==> src/rtl/time_ascii_formatter_pkg.sv <==
// Shared definitions for the stopwatch ASCII frame formatter: FSM encoding,
// frame geometry and the ASCII constants used to build "CR MM:SS.HH".
package time_ascii_formatter_pkg;

    typedef enum logic [1:0] {
        ST_IDLE = 2'd0,
        ST_LOAD = 2'd1,
        ST_SEND = 2'd2,
        ST_DONE = 2'd3
    } state_t;

    localparam int FRAME_LEN = 9;
    localparam int LAST_IDX  = FRAME_LEN - 1;

    localparam logic [7:0] LEAD_CHAR_DEFAULT = 8'h0D;
    localparam logic [7:0] ASCII_COLON       = 8'h3A;
    localparam logic [7:0] ASCII_DOT         = 8'h2E;
    localparam logic [7:0] ASCII_ZERO        = 8'h30;

    // All ones never matches a legal time, so the first frame after reset is always sent.
    localparam logic [29:0] LAST_SENT_INIT = 30'h3FFF_FFFF;

    function automatic logic [7:0] digit_ascii(input logic [3:0] digit);
        return ASCII_ZERO + {4'h0, digit};
    endfunction

endpackage

==> src/rtl/time_ascii_formatter_bin2dec2.sv <==
// Combinational binary to two-digit decimal converter; values above 99
// saturate so an out-of-range field is shown as "99".
module bin2dec2
    import time_ascii_formatter_pkg::*;
(
    input  logic [9:0] value,
    output logic [3:0] tens,
    output logic [3:0] ones
);

    logic [6:0] clamped;

    always_comb begin
        clamped = (value > 10'd99) ? 7'd99 : value[6:0];
        tens    = 4'(clamped / 7'd10);
        ones    = 4'(clamped % 7'd10);
    end

endmodule

==> src/rtl/time_ascii_formatter.sv <==
// Snapshots the stopwatch time and streams it as the 9-byte frame
// "CR MM:SS.HH" over a valid/ready byte interface whenever the time changes.
module time_ascii_formatter
    import time_ascii_formatter_pkg::*;
#(
    parameter logic [7:0] LEAD_CHAR = LEAD_CHAR_DEFAULT
) (
    input  logic       clk,
    input  logic       reset,
    input  logic [9:0] minutes,
    input  logic [9:0] seconds,
    input  logic [9:0] hundreth_sec,
    input  logic       force_send,
    input  logic       tx_ready,
    output logic [7:0] tx_data,
    output logic       tx_valid,
    output logic       busy,
    output logic       frame_done
);

    state_t         state_reg, state_next;
    logic [3:0]     byte_idx_reg, byte_idx_next;
    logic [29:0]    last_sent_reg, last_sent_next;
    logic [29:0]    snap_reg, snap_next;
    logic [5:0][3:0] digits_reg, digits_next;
    logic           force_pending_reg, force_pending_next;

    logic [29:0]    time_now;
    logic [9:0]     field_in [3];
    logic [3:0]     tens_w   [3];
    logic [3:0]     ones_w   [3];
    logic [7:0]     byte_sel;

    assign time_now    = {minutes, seconds, hundreth_sec};
    assign field_in[0] = minutes;
    assign field_in[1] = seconds;
    assign field_in[2] = hundreth_sec;

    generate
        for (genvar gi = 0; gi < 3; gi++) begin : g_conv
            bin2dec2 u_bin2dec2 (
                .value (field_in[gi]),
                .tens  (tens_w[gi]),
                .ones  (ones_w[gi])
            );
        end
    endgenerate

    always_ff @(posedge clk or negedge reset) begin
        if (!reset) begin
            state_reg         <= ST_IDLE;
            byte_idx_reg      <= 4'd0;
            last_sent_reg     <= LAST_SENT_INIT;
            snap_reg          <= '0;
            digits_reg        <= '0;
            force_pending_reg <= 1'b0;
        end else begin
            state_reg         <= state_next;
            byte_idx_reg      <= byte_idx_next;
            last_sent_reg     <= last_sent_next;
            snap_reg          <= snap_next;
            digits_reg        <= digits_next;
            force_pending_reg <= force_pending_next;
        end
    end

    always_comb begin
        state_next         = state_reg;
        byte_idx_next      = byte_idx_reg;
        last_sent_next     = last_sent_reg;
        snap_next          = snap_reg;
        digits_next        = digits_reg;
        force_pending_next = force_pending_reg;

        case (state_reg)
            ST_IDLE: begin
                if (force_send || force_pending_reg || (time_now != last_sent_reg))
                    state_next = ST_LOAD;
            end
            ST_LOAD: begin
                snap_next = time_now;
                for (int i = 0; i < 3; i++) begin
                    digits_next[2*i]   = tens_w[i];
                    digits_next[2*i+1] = ones_w[i];
                end
                byte_idx_next = 4'd0;
                if (force_send)
                    force_pending_next = 1'b1;
                state_next = ST_SEND;
            end
            ST_SEND: begin
                if (force_send)
                    force_pending_next = 1'b1;
                // tx_valid is always high here, so tx_ready alone marks a transfer.
                if (tx_ready) begin
                    if (byte_idx_reg == 4'(LAST_IDX))
                        state_next = ST_DONE;
                    else
                        byte_idx_next = byte_idx_reg + 4'd1;
                end
            end
            ST_DONE: begin
                last_sent_next     = snap_reg;
                force_pending_next = force_send;
                state_next         = ST_IDLE;
            end
            default: state_next = ST_IDLE;
        endcase
    end

    always_comb begin
        case (byte_idx_reg)
            4'd0:    byte_sel = LEAD_CHAR;
            4'd1:    byte_sel = digit_ascii(digits_reg[0]);
            4'd2:    byte_sel = digit_ascii(digits_reg[1]);
            4'd3:    byte_sel = ASCII_COLON;
            4'd4:    byte_sel = digit_ascii(digits_reg[2]);
            4'd5:    byte_sel = digit_ascii(digits_reg[3]);
            4'd6:    byte_sel = ASCII_DOT;
            4'd7:    byte_sel = digit_ascii(digits_reg[4]);
            4'd8:    byte_sel = digit_ascii(digits_reg[5]);
            default: byte_sel = 8'h00;
        endcase
    end

    // Outputs decode registered state only, so reset clears them at once.
    assign tx_valid   = (state_reg == ST_SEND);
    assign tx_data    = tx_valid ? byte_sel : 8'h00;
    assign busy       = (state_reg != ST_IDLE);
    assign frame_done = (state_reg == ST_DONE);

endmodule

==> config.mk <==
export PLATFORM = sky130hd
export DESIGN_NAME = time_ascii_formatter
export DESIGN_NICKNAME = d
export VERILOG_FILES = /design/src/rtl/time_ascii_formatter_pkg.sv /design/src/rtl/time_ascii_formatter_bin2dec2.sv /design/src/rtl/time_ascii_formatter.sv
export SDC_FILE = /design/constraint.sdc
export NUM_CORES = 1
export LEC_CHECK = 0
export ABC_CLOCK_PERIOD_IN_PS = 2900
export CAP_MARGIN = 20
export CORE_UTILIZATION = 35
export DETAILED_ROUTE_END_ITERATION = 16
export GPL_TIMING_DRIVEN = 0
export PLACE_DENSITY = 0.59
export SLEW_MARGIN = 20
export SYNTH_ARGS = -nofsm -noshare
export SYNTH_HDL_FRONTEND = slang
export SYNTH_HIERARCHICAL = 1
export SYNTH_SLANG_ARGS = --single-unit
export TNS_END_PERCENT = 50
==> constraint.sdc <==
create_clock -name clk -period 2.9 [get_ports clk]
set_input_delay 0.725 -clock clk [delete_from_list [all_inputs] [get_ports clk]]
set_output_delay 0.725 -clock clk [all_outputs]
set_load 0.02 [all_outputs]
==> results of run 1 <==
-- how the worst max path moves through the flow --
stage | endpoint | slack (ns) | cells past startpoint
final | digits_reg[6] | -0.96 | 19
after global routing | digits_reg[6] | -1.05 | 19
after CTS | digits_reg[6] | -0.92 | 18
after detailed placement | digits_reg[14] | -2.23 | 17
after global placement | digits_reg[6] | -2.17 | 17
after floorplan | digits_reg[5] | -1.18 | 17
-- where the power goes --
part	switching [mW]	internal, mW	total [mW]
Clock	0.524	0.621	1.14
Sequential	0.365	2.05	2.42
Combinational	1.35	1.47	2.82
-- repair_timing --
item / 4_1_cts / 5_1_grt
setup buffers: 49 / 13
pin swaps: 45 / 28
endpoints found under the setup margin: 24 / 21
resized for setup: 209 / 33
-- cells by family after synthesis --
group	synth area share
adders and majority gates	0.0375
and+or+nand+nor	0.154
xor gates and xnor gates	0.0554
DFF	0.385
buffers and inverters	0.0390
other	0.000624
AOI/OAI and AO/OA	0.165
muxes	0.163
-- layer usage --
metal  share of wire  GRT usage
met1            0.46      0.232
met3           0.026     0.0291
met2            0.50      0.313
met4           0.016     0.0619
met5               0          0
-- cell type report --
type                       instances  area [µm²]  share of cell area
tap                              220         275              0.0339
timing repair buffer             105         983               0.121
clock buffer                      10         239              0.0294
buffer                            25         170              0.0210
clock inverter                     6        53.8             0.00663
sequential                        91        2320               0.285
multi-input combinational        430        4000               0.493
inverter                          21        78.8             0.00971
-- Yosys cell counts, drive strengths merged (3+ instances only) --
cell type	n
mux2	85
xnor2	7
nor3	19
a31oi	8
nand4	6
dfrtp	61
nand2	31
o2bb2ai	3
nor2b	3
or2	9
and2	7
a21oi	33
buf	17
inv	21
a211oi	7
and3	13
nor3b	5
nor2	29
o21a	3
a311oi	3
dfstp	30
nand3	8
a21bo	4
a41oi	3
a221oi	3
clkbuf	13
xor2	31
or3	5
o21ai	31
o221a	3
nor4	13
ha	18
o22ai	3
-- per-stage QoR --
step / total power, mW / setup slack (ns) / instances / cell area (µm²)
finish: 6.39 / -0.960 / 908 / 8120
floorplan: 4.26 / -1.18 / 572 / 6230
detailed placement: 5.06 / -2.23 / 835 / 6950
CTS: 6.38 / -0.920 / 895 / 7900
global route: 6.81 / -1.05 / 908 / 8120
global placement: 4.95 / -2.17 / 834 / 6920
==> results.txt, run 1 <==
Slew margin rel.: 0.498
Synth Warn #: 6
Final slew viol count: 0
Seq/Total Area, Yosys: 0.385
Arrival @ worst endpoint: 4.08 ns
CP max stage cell: or3_4
Setup Total Neg Slack: -10.37 ns
Share of cells above drive strength 1: 0.506
First DRT Iteration DRCs: 203
CP startpoint kind: input pin
Total gr overflow: 0
Status: finished, violations left
Post-DP HPWL: 10.9 mm
Most frequent cells in the layout: 75 x mux2_2, 66 x buf_4, 60 x dfrtp_1
Floorplan die width: 133 µm
Ant diodes: 0
Core ar.: 16600 µm²
Detail Route Antenna Nets: 0
Critical Path RT: 3.12 ns
Post-synth cell types: 78
Largest net degree at the start of global routing: 60
Drt first pass iters: 4
Crit Reg-Reg Startpoint: state_reg[1]
Least-Margin Pin Slew: 0.753 ns
# IOs: 45
CTS clk-pin slew, worst paths: 0.07 ns
Reg2reg setup slack: 0.76 ns
CTS H-Tree Depth: 3
Largest area contributor in the netlist: dfrtp_1
CP top delay family: compound AO/OA/AOI/OAI gates
Via density: 5.35
EDFF count, synth: 0
Routability cong.: 0.837
Pwr dens: 787 nW/µm²
Worst Path Buf+Inv: 2
Crit-path max cell delay: 0.41 ns
CP max FO: 6
R2r endpoint: snap_reg[16]
Max Freq: 259 MHz
Violated checks: setup timing
CP endpoint kind: register
Final Hold Fails: 0
CTS sink count: 91
RSZ-0062 raised after global routing: true
Area Growth Syn to Fin: 35.1%
Synth async-reset ratio: 1.00
Fill cells: 1471
# rows: 47
Peak supply drop: 429 µV
First-pass GRT wire length: 25.6 mm
Leakage: 3.23 nW
Mapped cell area: 6010 µm²
Worst Reg-to-Reg Cells: 5
Final WS setup: -0.960 ns
Worst path most repeated cell: ha_4
CP Class: in2reg
CTS tree: done
Final setup viols: 16
Hold Worst Slack: 0.326 ns
Vias in the first global route: 5012
Post-Syn Instances: 571
IO Port Bufs: 42
Max cap viols: 0
Fin crit share: 1.33
Post-DR wirelength/cell: 17.2 µm
Post-synth top area share: 0.254
Initial antenna violation count: 0
CP Cell Sequence: buf_12, nor3_4, buf_6, and3_4, ha_4, a21oi_2, o211a_4, ha_4, a211oi_2, a311oi_2, a211o_1, nand2_2, nor2_1, a21oi_2, ha_4, a221oi_2, or3_4, mux2i_1, mux2_4
Total Wirelength: 15.7 mm
Clk_skew: 0.0123 ns
Die area: 17700 µm²
Total global-route track usage: 0.182
CTS Hold Buffers Added: 0
Yosys reg bits: 91
Most common cell after layout, fill and taps aside: mux2_2
Crit. Startpoint: minutes[7]
Worst skew pair latency: 0.35 ns
Nets: 735
CTS Buf Count: 9
DR vias: 4861
Hold crit path type: in2async
Initial Utilization: 0.361
Die extent in y: 133 µm
Root Buffer: clkbuf_16
Remaining DRCs: 0
CTS max path bufs: 2
Final core utilization: 0.488
Syn avg cell area: 10.5 µm²
Synth top area cells: dfrtp_1 25%, mux2_2 16%, dfstp_2 13%
Fin crit period: 3.86 ns
Synth Flop Type: dfrtp_1
Power figures use the tool's default switching activity.
==> run 2, diff against run 1 <==
--- a/config.mk
+++ b/config.mk
@@ -16,4 +16,3 @@
 export SYNTH_HDL_FRONTEND = slang
 export SYNTH_HIERARCHICAL = 1
 export SYNTH_SLANG_ARGS = --single-unit
-export TNS_END_PERCENT = 50
==> run 2 against run 1 <==
Compared with the run above:
- clock power barely moved
- largest cell class unchanged
- total power rose by 0.84%
- setup slack improved by 0.018 ns
- sequential cell count did not move
- largest power group unchanged
- via count barely moved
- core utilization rose by 0.34 points
- non-clock buffer count rose by 1
- the run still ends with setup timing left
==> results.txt, run 2 (synthesis results as in run 1) <==
Status: finished, violations left
Violated checks: setup timing
CTS max path bufs: 2 (unchanged)
Crit-path max cell delay: 0.42 ns (about the same)
Routability cong.: 0.840 (+0.39%)
Combinational Power Share: 0.446 (+0.004)
Floorplan die width: 133 µm (unchanged)
Share of cells above drive strength 1: 0.524 (+0.0181)
CTS tree: done
IO Port Bufs: 42 (unchanged)
Hold Worst Slack: 0.348 ns (+0.0213 ns)
CTS sink count: 91 (unchanged)
CTS H-Tree Depth: 3 (unchanged)
Design area: 8170 µm² (+0.69%)
Area Growth Syn to Fin: 36.1%
Final WS setup: -0.942 ns (+0.0183 ns)
Largest net degree at the start of global routing: 55 (-8.3%)
P_int: 4.19 mW (+1.1%)
DP Area: 6960 µm² (+0.16%)
Total Wirelength: 15.6 mm (about the same)
CP endpoint kind: register
CTS clk-pin slew, worst paths: 0.07 ns (about the same)
Final Hold Fails: 0 (unchanged)
Most common cell after layout, fill and taps aside: mux2_2
Slew margin rel.: 0.478 (-0.0200)
Vias in the first global route: 4832 (-3.6%)
Fin crit period: 3.84 ns (-0.0183 ns)
Fin crit share: 1.32 (-0.00630)
Clock network power share: 0.178 (about the same)
Worst path most repeated cell: buf_4
First-pass GRT wire length: 25.3 mm (-1.5%)
Die extent in y: 133 µm (unchanged)
Psw: 2.25 mW (+0.30%)
Root Buffer: clkbuf_16
WP depth: 23 (+4)
Initial antenna violation count: 0 (unchanged)
Total global-route track usage: 0.181 (-0.00159)
Max cap viols: 0 (unchanged)
Least-Margin Pin Slew: 0.783 ns (+0.0301 ns)
Sequential share of power: 0.376 (-0.002)
Remaining DRCs: 0 (unchanged)
DR vias: 4865 (+0.082%)
Ant diodes: 0 (unchanged)
# IOs: 45 (unchanged)
Hold crit path type: in2async
CP Cell Sequence: buf_6, nor3_4, buf_4, buf_4, buf_4, buf_4, buf_4, buf_4, buf_4, buf_4, buf_4, buf_4, buf_4, and2_4, o21ai_0, a211o_1, o21ai_2, a21oi_2, ha_2, a221oi_2, or3_4, mux2i_2, mux2_4
Drt first pass iters: 4 (unchanged)
CTS Buf Count: 9 (unchanged)
Post-DR wirelength/cell: 17.2 µm (-0.15%)
Via density: 5.35 (about the same)
Detail Route Antenna Nets: 0 (unchanged)
Final setup viols: 14 (-2)
CP Class: in2reg
CP top delay family: buffers and inverters
Worst Reg-to-Reg Cells: 5 (unchanged)
Setup Total Neg Slack: -10.10 ns (+0.267 ns)
RSZ-0062 raised after global routing: true
Arrival @ worst endpoint: 4.08 ns (about the same)
Critical Path RT: 3.14 ns (+0.02 ns)
First DRT Iteration DRCs: 239 (+18%)
Clk_skew: 0.00734 ns (-0.00499 ns)
CP max stage cell: or3_4
Worst Path Buf+Inv: 12 (+10)
Die area: 17700 µm² (unchanged)
Leakage: 3.21 nW (-0.46%)
Nets: 736 (+0.14%)
Final slew viol count: 0 (unchanged)
Max Freq: 260 MHz (+0.48%)
CP max FO: 6 (unchanged)
Initial Utilization: 0.361 (unchanged)
Worst skew pair latency: 0.35 ns (about the same)
Core ar.: 16600 µm² (unchanged)
Most frequent cells in the layout: 74 x mux2_2, 67 x buf_4, 61 x dfrtp_1
# rows: 47 (unchanged)
Sw Ratio: 0.349 (-0.00188)
Peak supply drop: 537 µV (+25%)
Total gr overflow: 0 (unchanged)
Post-DP HPWL: 10.9 mm (-0.13%)
CP startpoint kind: input pin
Pwr dens: 788 nW/µm² (+0.14%)
[run 2: cell types whose count changed in the layout (fill, tap and decap cells not counted), sizes merged]
cell,before,now
clkinvlp,1,2
dlygate4sd2,3,2
inv,25,23
clkinv,1,0
buf,101,104
clkbuf,19,20
[run 2: power by group through the flow]
stage               clock network (mW)  logic (mW)  registers, mW
floorplan                            0        1.96           2.31
global placement                     0        2.57           2.39
detailed placement                   0        2.65           2.43
CTS                               1.17        2.81           2.41
global route                      1.22        3.13           2.49
finish                            1.15        2.87           2.42
[run 2: area by class of cell]
type / count / area [µm²]
buffer: 21 / 138
timing repair buffer: 110 / 1010
inverter: 21 / 78.8
fill: 1463 / 8470
multi-input combinational: 430 / 4070
sequential: 91 / 2310
clock buffer: 12 / 256
clock inverter: 4 / 32.5
tap: 220 / 275
[run 2: routing by layer]
layer  track usage  wire, µm  up-vias
li1              -         -     2313
met1         0.228      7180     2464
met4        0.0511       170        0
met5             0         0        -
met2         0.316      7940       76
met3        0.0310       353       12
[run 2: what timing repair did]
action                                  in CTS  in global routing
hold buffers                                 0                  0
pin swaps                                   48                 28
gates resized for setup                    204                 42
setup buffers                               60                  8
endpoints found under the setup margin      24                 19
[run 2: worst reg2reg max path: cells and delay by family, from the launching register on]
| family | cells | cell delay, ns |
|---|---|---|
| fa+ha+maj | 1 | 0.21 |
| mux | 1 | 0.42 |
| buf+inv | 3 | 1.02 |
| flops | 1 | 0.41 |
[run 2: through the flow]
step	worst slack (ns)	util	cells	total power, mW
floorplan	-1.18	-	572	4.27
global placement	-2.22	0.417	834	4.96
detailed placement	-2.29	0.418	835	5.07
CTS	-0.921	0.478	902	6.39
global route	-1.05	0.491	909	6.84
finish	-0.942	0.491	909	6.44
[run 2: worst paths after layout]
path	endpoint	startpoint	slack [ns]
setup / recovery	digits_reg[6]	minutes[9]	-0.94
min in group clk	last_sent_reg[27]	snap_reg[27]	0.50
setup reg to reg	snap_reg[16]	state_reg[1]	0.74
hold reg to reg	last_sent_reg[27]	snap_reg[27]	0.50
hold / removal	snap_reg[22]	reset	0.35
max in group asynchronous	last_sent_reg[1]	reset	1.87
